===== src/rtl/regfile_wr_arbiter.sv =====
// Register-file write-port arbiter: two writeback requesters plus a register-move requester,
// with a pending-write scoreboard for decode hazard detection. Regfile-side outputs are registered.
module regfile_wr_arbiter #(
  parameter int unsigned BIT       = 8,
  parameter int unsigned SZB       = 4,
  parameter int unsigned MV_STARVE = 4
) (
  input  logic              clock,
  input  logic              reset,
  input  logic              wb0_valid,
  input  logic [SZB-1:0]    wb0_addr,
  input  logic [BIT-1:0]    wb0_data,
  output logic              wb0_ready,
  input  logic              wb1_valid,
  input  logic [SZB-1:0]    wb1_addr,
  input  logic [BIT-1:0]    wb1_data,
  output logic              wb1_ready,
  input  logic              mv_valid,
  input  logic [SZB-1:0]    mv_src,
  input  logic [SZB-1:0]    mv_dst,
  output logic              mv_ready,
  input  logic              issue_valid,
  input  logic [SZB-1:0]    issue_rd,
  input  logic [SZB-1:0]    chk_rs0,
  input  logic [SZB-1:0]    chk_rs1,
  input  logic [SZB-1:0]    chk_rd,
  output logic              hazard,
  output logic [2**SZB-1:0] pending,
  output logic              rf_we,
  output logic              rf_mv,
  output logic [SZB-1:0]    rf_addr_rd,
  output logic [SZB-1:0]    rf_addr_rs,
  output logic [BIT-1:0]    rf_data
);

  localparam int unsigned NReg = 2**SZB;
  localparam logic [3:0] StarveMax = 4'(MV_STARVE);

  typedef enum logic [1:0] {GntNone, GntWb0, GntWb1, GntMv} gnt_e;

  gnt_e gnt;

  logic            rf_we_q, rf_we_d;
  logic            rf_mv_q, rf_mv_d;
  logic [SZB-1:0]  rf_addr_rd_q, rf_addr_rd_d;
  logic [SZB-1:0]  rf_addr_rs_q, rf_addr_rs_d;
  logic [BIT-1:0]  rf_data_q, rf_data_d;
  logic [NReg-1:0] pending_q, pending_d;
  logic [3:0]      starve_cnt_q, starve_cnt_d;
  logic            rr_last_q, rr_last_d;
  logic [NReg-1:0] clr_mask, set_mask;

  // A move that has waited long enough pre-empts both writeback ports.
  always_comb begin
    gnt = GntNone;
    if (mv_valid && (starve_cnt_q == StarveMax)) begin
      gnt = GntMv;
    end else if (wb0_valid && wb1_valid) begin
      gnt = rr_last_q ? GntWb0 : GntWb1;
    end else if (wb0_valid) begin
      gnt = GntWb0;
    end else if (wb1_valid) begin
      gnt = GntWb1;
    end else if (mv_valid) begin
      gnt = GntMv;
    end
  end

  assign wb0_ready = (gnt == GntWb0);
  assign wb1_ready = (gnt == GntWb1);
  assign mv_ready  = (gnt == GntMv);

  always_comb begin
    rf_we_d      = 1'b0;
    rf_mv_d      = 1'b0;
    rf_addr_rd_d = rf_addr_rd_q;
    rf_addr_rs_d = rf_addr_rs_q;
    rf_data_d    = rf_data_q;
    rr_last_d    = rr_last_q;
    clr_mask     = '0;
    unique case (gnt)
      GntWb0: begin
        rf_we_d      = 1'b1;
        rf_addr_rd_d = wb0_addr;
        rf_data_d    = wb0_data;
        rr_last_d    = 1'b0;
        clr_mask     = NReg'(1) << wb0_addr;
      end
      GntWb1: begin
        rf_we_d      = 1'b1;
        rf_addr_rd_d = wb1_addr;
        rf_data_d    = wb1_data;
        rr_last_d    = 1'b1;
        clr_mask     = NReg'(1) << wb1_addr;
      end
      GntMv: begin
        rf_mv_d      = 1'b1;
        rf_addr_rd_d = mv_dst;
        rf_addr_rs_d = mv_src;
        clr_mask     = NReg'(1) << mv_dst;
      end
      default: ;
    endcase
  end

  // Set wins over clear: a newly issued producer is still outstanding.
  always_comb begin
    set_mask  = issue_valid ? (NReg'(1) << issue_rd) : '0;
    pending_d = (pending_q & ~clr_mask) | set_mask;
  end

  always_comb begin
    starve_cnt_d = starve_cnt_q;
    if (!mv_valid || (gnt == GntMv)) begin
      starve_cnt_d = '0;
    end else if (starve_cnt_q < StarveMax) begin
      starve_cnt_d = starve_cnt_q + 4'd1;
    end
  end

  always_ff @(posedge clock) begin
    if (reset) begin
      rf_we_q      <= 1'b0;
      rf_mv_q      <= 1'b0;
      rf_addr_rd_q <= '0;
      rf_addr_rs_q <= '0;
      rf_data_q    <= '0;
      pending_q    <= '0;
      starve_cnt_q <= '0;
      rr_last_q    <= 1'b1;
    end else begin
      rf_we_q      <= rf_we_d;
      rf_mv_q      <= rf_mv_d;
      rf_addr_rd_q <= rf_addr_rd_d;
      rf_addr_rs_q <= rf_addr_rs_d;
      rf_data_q    <= rf_data_d;
      pending_q    <= pending_d;
      starve_cnt_q <= starve_cnt_d;
      rr_last_q    <= rr_last_d;
    end
  end

  assign hazard     = pending_q[chk_rs0] | pending_q[chk_rs1] | pending_q[chk_rd];
  assign pending    = pending_q;
  assign rf_we      = rf_we_q;
  assign rf_mv      = rf_mv_q;
  assign rf_addr_rd = rf_addr_rd_q;
  assign rf_addr_rs = rf_addr_rs_q;
  assign rf_data    = rf_data_q;

endmodule


===== config.mk =====
export PLATFORM = sky130hd
export DESIGN_NAME = regfile_wr_arbiter
export DESIGN_NICKNAME = d
export VERILOG_FILES = /design/src/rtl/regfile_wr_arbiter.sv
export SDC_FILE = /design/constraint.sdc
export NUM_CORES = 1
export LEC_CHECK = 0
export BUFFER_PORTS_ARGS = -buffer_cell sky130_fd_sc_hd__buf_2
export CELL_PAD_IN_SITES_DETAIL_PLACEMENT = 0
export CELL_PAD_IN_SITES_GLOBAL_PLACEMENT = 2
export CORE_UTILIZATION = 24
export CTS_BUF_LIST = sky130_fd_sc_hd__clkbuf_16
export DETAILED_ROUTE_END_ITERATION = 7
export HOLD_SLACK_MARGIN = 0.1
export MAX_ROUTING_LAYER = met4
export PLACE_DENSITY_LB_ADDON = 0.2
export RECOVER_POWER = 50
export SLEW_MARGIN = 0
export SYNTH_ARGS = -nofsm -noshare
export SYNTH_HDL_FRONTEND = slang
export SYNTH_SLANG_ARGS = --single-unit

===== constraint.sdc =====
create_clock -name clock -period 2.6 [get_ports clock]
set_clock_uncertainty 0.2 [all_clocks]
set_input_delay 0.39 -clock clock [delete_from_list [all_inputs] [get_ports clock]]
set_output_delay 0.39 -clock clock [all_outputs]
set_load 0.03 [all_outputs]

* After elaboration in Yosys (flattened, before gate mapping)
Cells that the tools add are included.
** Operators by class
- Magnitude comparators :: 4
- Mux-type cells :: 19
- Bitwise operators :: 5
- Add/sub/neg operators :: 1
- Equal/unequal tests :: 4
- Shift operators :: 4
- Reduce and logical (&&, ||, !) cells :: 8
** Operators with widths (number)
- $shl A1 B4 Y16 const A :: 4
- $pmux W16 S3 :: 1
- $and A16 B16 Y16 :: 1
- $mux W16 :: 1
- $not A16 Y16 :: 1
- $or A16 B16 Y16 :: 1
- $pmux W8 S2 :: 1
- $lt A4 B5 Y1 const B :: 3
- $bmux W1 S4 :: 3
- $mux W2 :: 6
- $pmux W4 S3 :: 1
- $mux W1 :: 5
- $add A4 B1 Y4 const B :: 1
- $eq A2 B2 Y1 const B :: 2
- $eq A4 B3 Y1 const B :: 1
- $lt A4 B3 Y1 const B :: 1
- $reduce_or A2 Y1 :: 2
- $reduce_bool A3 Y1 :: 1
- $eq A2 B1 Y1 const B :: 1
- $logic_and A1 B1 Y1 :: 2
- $or A1 B1 Y1 :: 2
- $pmux W1 S2 :: 1
- $reduce_bool A2 Y1 :: 1
- $logic_not A1 Y1 :: 1
- $logic_or A1 B1 Y1 :: 1
** Word-level totals
- Logic and storage cells :: 53
- Register bits after elaboration :: 39

* Longest topological paths before layout
- Word-level depth :: 10
- Mapped depth :: 11
- Depth with buffers taken out :: 10

* Least setup slack after synthesis
Ideal clock, no wire load.
- Path kind :: register -> register
- From :: reg starve_cnt_q[0]
- To :: reg pending_q[12] (netlist: pending[12])
- Cell stages (with the launch flop) :: 12
- Data required time :: 2.268 ns
- Arrival time :: 2.360 ns
- Setup time :: 0.132 ns
- Buffers on the path :: 2
- Setup slack :: -0.093 ns
- Cells stage by stage :: dfxtp_1 > inv_1 > ha_1 > nand4_1 > o21ai_0 > ha_1 > buf_2 > a22o_1 > or2_2 > buf_2 > o41ai_1 > a21oi_1
** On the way
- Cells in the longest elaborated chain, start to end :: 8
** Ends and longest elaborated chain
- start, declared :: RTL line 49 : logic [3:0] starve_cnt_q, starve_cnt_d;
- start signal, assigned :: RTL line 138 : starve_cnt_q <= starve_cnt_d;
- $eq A4 B3 Y1 :: RTL line 56 : if (mv_valid && (starve_cnt_q == StarveMax)) begin
- $logic_and A1 B1 Y1 :: RTL line 56
- $mux W2 :: RTL line 56
- $eq A2 B2 Y1
- named net wb1_ready :: RTL line 17 : output logic wb1_ready,
- $pmux W16 S3 :: RTL line 81 : unique case (gnt)
- $not A16 Y16 :: RTL line 109 : pending_d = (pending_q & ~clr_mask) | set_mask;
- $and A16 B16 Y16 :: RTL line 109
- $or A16 B16 Y16 :: RTL line 109
- end signal, assigned :: RTL line 137 : pending_q <= pending_d;
- end, declared :: RTL line 48 : logic [NReg-1:0] pending_q, pending_d;
The timed path passes the listed nets, and every way through them passes these cells.
A chain may end at the register's enable or synchronous reset.

* Worst setup path after layout
- From :: reg pending_q[14] (netlist: pending[14])
- To :: out hazard
** On the way
- Cells in the longest elaborated chain, start to end :: 4
** Ends and longest elaborated chain
- $bmux W1 S4 :: RTL line 143 : assign hazard = pending_q[chk_rs0] | pending_q[chk_rs1] | pending_q[chk_rd];
- $mux W1 (not written as such) :: RTL line 143
- $or A1 B1 Y1 :: RTL line 143
- $or A1 B1 Y1 (*) :: RTL line 143
- end, declared :: RTL line 27 : output logic hazard,
Every way passes the cells marked *; elsewhere a longest branch is shown, timed or not. The select of a mux whose other input is x is not followed.

==> impl_metrics.yaml <==
status:
  run_status: "finished clean"
synth:
  syn_area_mm2: 0.00218
  synth_mux_area_share_pct: 21.0
  syn_inst: 238
  synth_top_family_by_area: "multiplexers"
  synthDistinctLibCells: 39
  yosys.area_share.xor_xnor_pct: 0.402
  synth.ff_latch_count: 39
  synth_simple_gate_area_share_pct: 14.9
  ys_warn_count: 0
  synth_compound_area_share_pct: 20.6
  synth_nets: 298
  synthAdderAreaFrac_pct: 3.44
  synth-seq-area-share_pct: 35.8
  post_synth.cell_area_avg_um2: 9.16
cells_and_area:
  antenna_cells: 0
  finish.utilization_pct: 35.5
  fin_nets: 409
  syn2layout_area_growth_pct: 42.8
  multi_input_area_mm2: 0.00141
  nFillCells: 960
  register_area_um2: 795
  drive_gt1_share_pct: 37.6
routing:
  drc: 0
  wl_um: 6890
  wl_met3_um: 396
  wl_met1_um: 3160
  via_count: 2206
  postRouteAntennaNets: 0
  drt-vias-per-instance: 4.84
  wl_met2_um: 3290
  dr.max_layer_used: "met4"
  wire_per_inst_um: 15.1
  first_iter_violations: 103
  firstDrtPassIters: 4
timing:
  max_freq_mhz: 398
  finalCritPeriodShare_pct: 96.5
  slew_viol_final: 0
  tightest_slew_ns: 0.491
  holdWs_ns: 0.152
  slew_headroom_pct: 67.2
  finalSetupViolCount: 0
  fin_crit_ns: 2.51
  hold_viol_final: 0
  grt_setup_unrepaired: "true"
critical_path:
  cp.depth: 5
  cp_cell_sequence: "mux4_2, mux4_2, a21oi_2, o211ai_1, buf_4"
  reg2regPathDepth: 11
  arrival_ns: 1.92
  cp_common_cell: "mux4_2"
  crit_family: "multiplexers"
  start_kind: "flip-flop"
  critPathCaptureType: "output pin"
  slowest_delay_ns: 0.48
  cp_max_fo: 2
  path_class: "flip-flop to output pin"
  cp.required_ns: 2.01
  path_buf_inv: 1
  slowest_stage: "mux4_2"
clocking:
  clkLatencyLatePin_ns: 0.27
  cts_max_level: 2
  numCtsBuffers: 5
  cts-hold-fix-buffers: 0
  cts_max_path_buffers: 2
  cts_tree: "done"
  clock-root-buffer: "clkbuf_16"
  clkTransAtPathRegs_ns: 0.06
  cts.sinks: 39
hold_path:
  hp-class: "input port to flip-flop"
  worstHoldPathCells: 3
die:
  design.core.area_mm2: 0.00876
  die_y_um: 97.3
  dieArea_mm2: 0.00947
  ios: 92
  initial_core_util_pct: 24.9
  row_count: 34
  die_x_um: 97.3
grt:
  antenna_found_initial: 0
  grt_first_pass_wirelength_um: 11100
  grt_pass1_vias: 2162
  grt_max_degree: 20
  grt.overflow.total: 0
  track_usage_pct: 15.1
placed_design:
  hpwlAfterDp_um: 5360
  portBuffers: 91
  place.gp.congestion: 0.776
run:
  drv_cap: 0
power_and_ir_drop:
  p_leak_uw: 0.00127
  p_total_uw: 1750
  power_density_mw_per_mm2: 562
  ir_drop_uv: 341
-- cells in the mapped netlist, drive strengths merged --
cell type | number | area share, %
nand2 | 23 | 4.0
mux2 | 4 | 2.1
nor3b | 3 | 1.0
inv | 9 | 1.5
clkbuf | 8 | 1.4
and3b | 1 | 0.40
o41ai | 8 | 3.2
nand3b | 1 | 0.34
mux2i | 15 | 6.9
and3 | 1 | 0.29
nand3 | 5 | 1.1
or2 | 1 | 0.29
a22oi | 1 | 0.34
o221ai | 1 | 0.40
a21o | 2 | 0.69
o2111ai | 1 | 0.40
o22a | 1 | 0.40
nor2b | 4 | 1.1
a31o | 1 | 0.40
a21oi | 33 | 7.7
ha | 6 | 3.4
mux4 | 11 | 12
o211ai | 1 | 0.34
dfxtp | 39 | 36
o21a | 1 | 0.34
o21ai | 4 | 0.92
o22ai | 2 | 0.57
buf | 4 | 0.92
a22o | 4 | 1.6
nand4 | 1 | 0.29
o211a | 1 | 0.46
o31ai | 8 | 2.8
nand2b | 1 | 0.29
or3b | 1 | 0.40
xnor2 | 1 | 0.40
nor2 | 29 | 5.0
and2 | 1 | 0.29
-- where the power goes --
part           internal (µW)  switching [µW]
combinational            200             330
clock                    341             217
sequential               638            22.3
-- sequential cells by signal (all words and copies together) (netlist names) --
| name | cells |
|---|---|
| rf_addr_rd | 4 |
| rf_addr_rs | 4 |
| rf_data | 8 |
| rf_we | 1 |
| rf_mv | 1 |
| starve_cnt_q | 4 |
| rr_last_q | 1 |
| pending | 16 |
-- layer usage --
layer  track usage [%]  vias up
met5                 -        -
met4              3.39        0
met3              3.02        2
met2              24.9       73
met1              19.1     1036
li1                  -     1095
-- worst min-delay path, stage by stage --
cell     delay, ns
buf_2         0.07
mux2i_1       0.05
nor2_1        0.07
-- cell usage in the layout, fill, tap and decap left out, types with 6 or more instances in the layout --
cell type  instances
o31ai_1            8
a21oi_1           30
clkbuf_1          33
buf_4             26
inv_1             10
nand2_1           23
nor2_1            28
o41ai_1            6
mux2i_1           15
buf_2             56
dfxtp_1           32
mux4_2            11
-- per-stage QoR --
stage,area (µm²),setup TNS (ns),setup slack [ns],std cells
3_3_place_gp,2880,-0.562,-0.0609,446
4_1_cts,3020,-0.00530,-0.00334,452
5_1_grt,3110,-0.0411,-0.0143,456
6_report,3110,0,0.0902,456
2_1_floorplan,2180,0,0.0280,238
3_5_place_dp,2880,-0.973,-0.0952,446
-- logic make-up (layout without fill, tap and decap cells) --
group,count (synthesis),count (layout)
fa+ha+maj,6,6
simple gates,72,72
compound gates,69,69
flops,39,39
buf+inv,21,131
mux,30,30
xor+xnor,1,1
-- path summary, 6_finish.rpt --
path,startpoint,to,slack (ns)
worst min-delay path,mv_src[1],rf_addr_rs[1]$_SDFFE_PP0N_,0.15
worst min register to register,rf_addr_rd[2]$_SDFFE_PP0P_,rf_addr_rd[2]$_SDFFE_PP0P_,0.25
worst max register to register,starve_cnt_q[0]$_SDFFE_PP0N_,pending[1]$_SDFF_PP0_,0.13
worst max-delay path,pending[14]$_SDFF_PP0_,hazard,0.09
-- final cells by class --
cell class	count	area share, %
Timing Repair Buffer	116	19.5
Multi-Input combinational cell	178	45.4
Tap cell	108	4.34
Clock buffer	5	4.02
Clock inverter	1	0.121
Sequential cell	39	25.5
Inverter	9	1.09
-- repair_timing --
action,in CTS,in global routing
pin swaps,0,4
endpoints found under the setup margin,8,18
buffers inserted,0,4
gates resized for setup,5,32
Note: power is estimated with default switching activity, not from simulation.
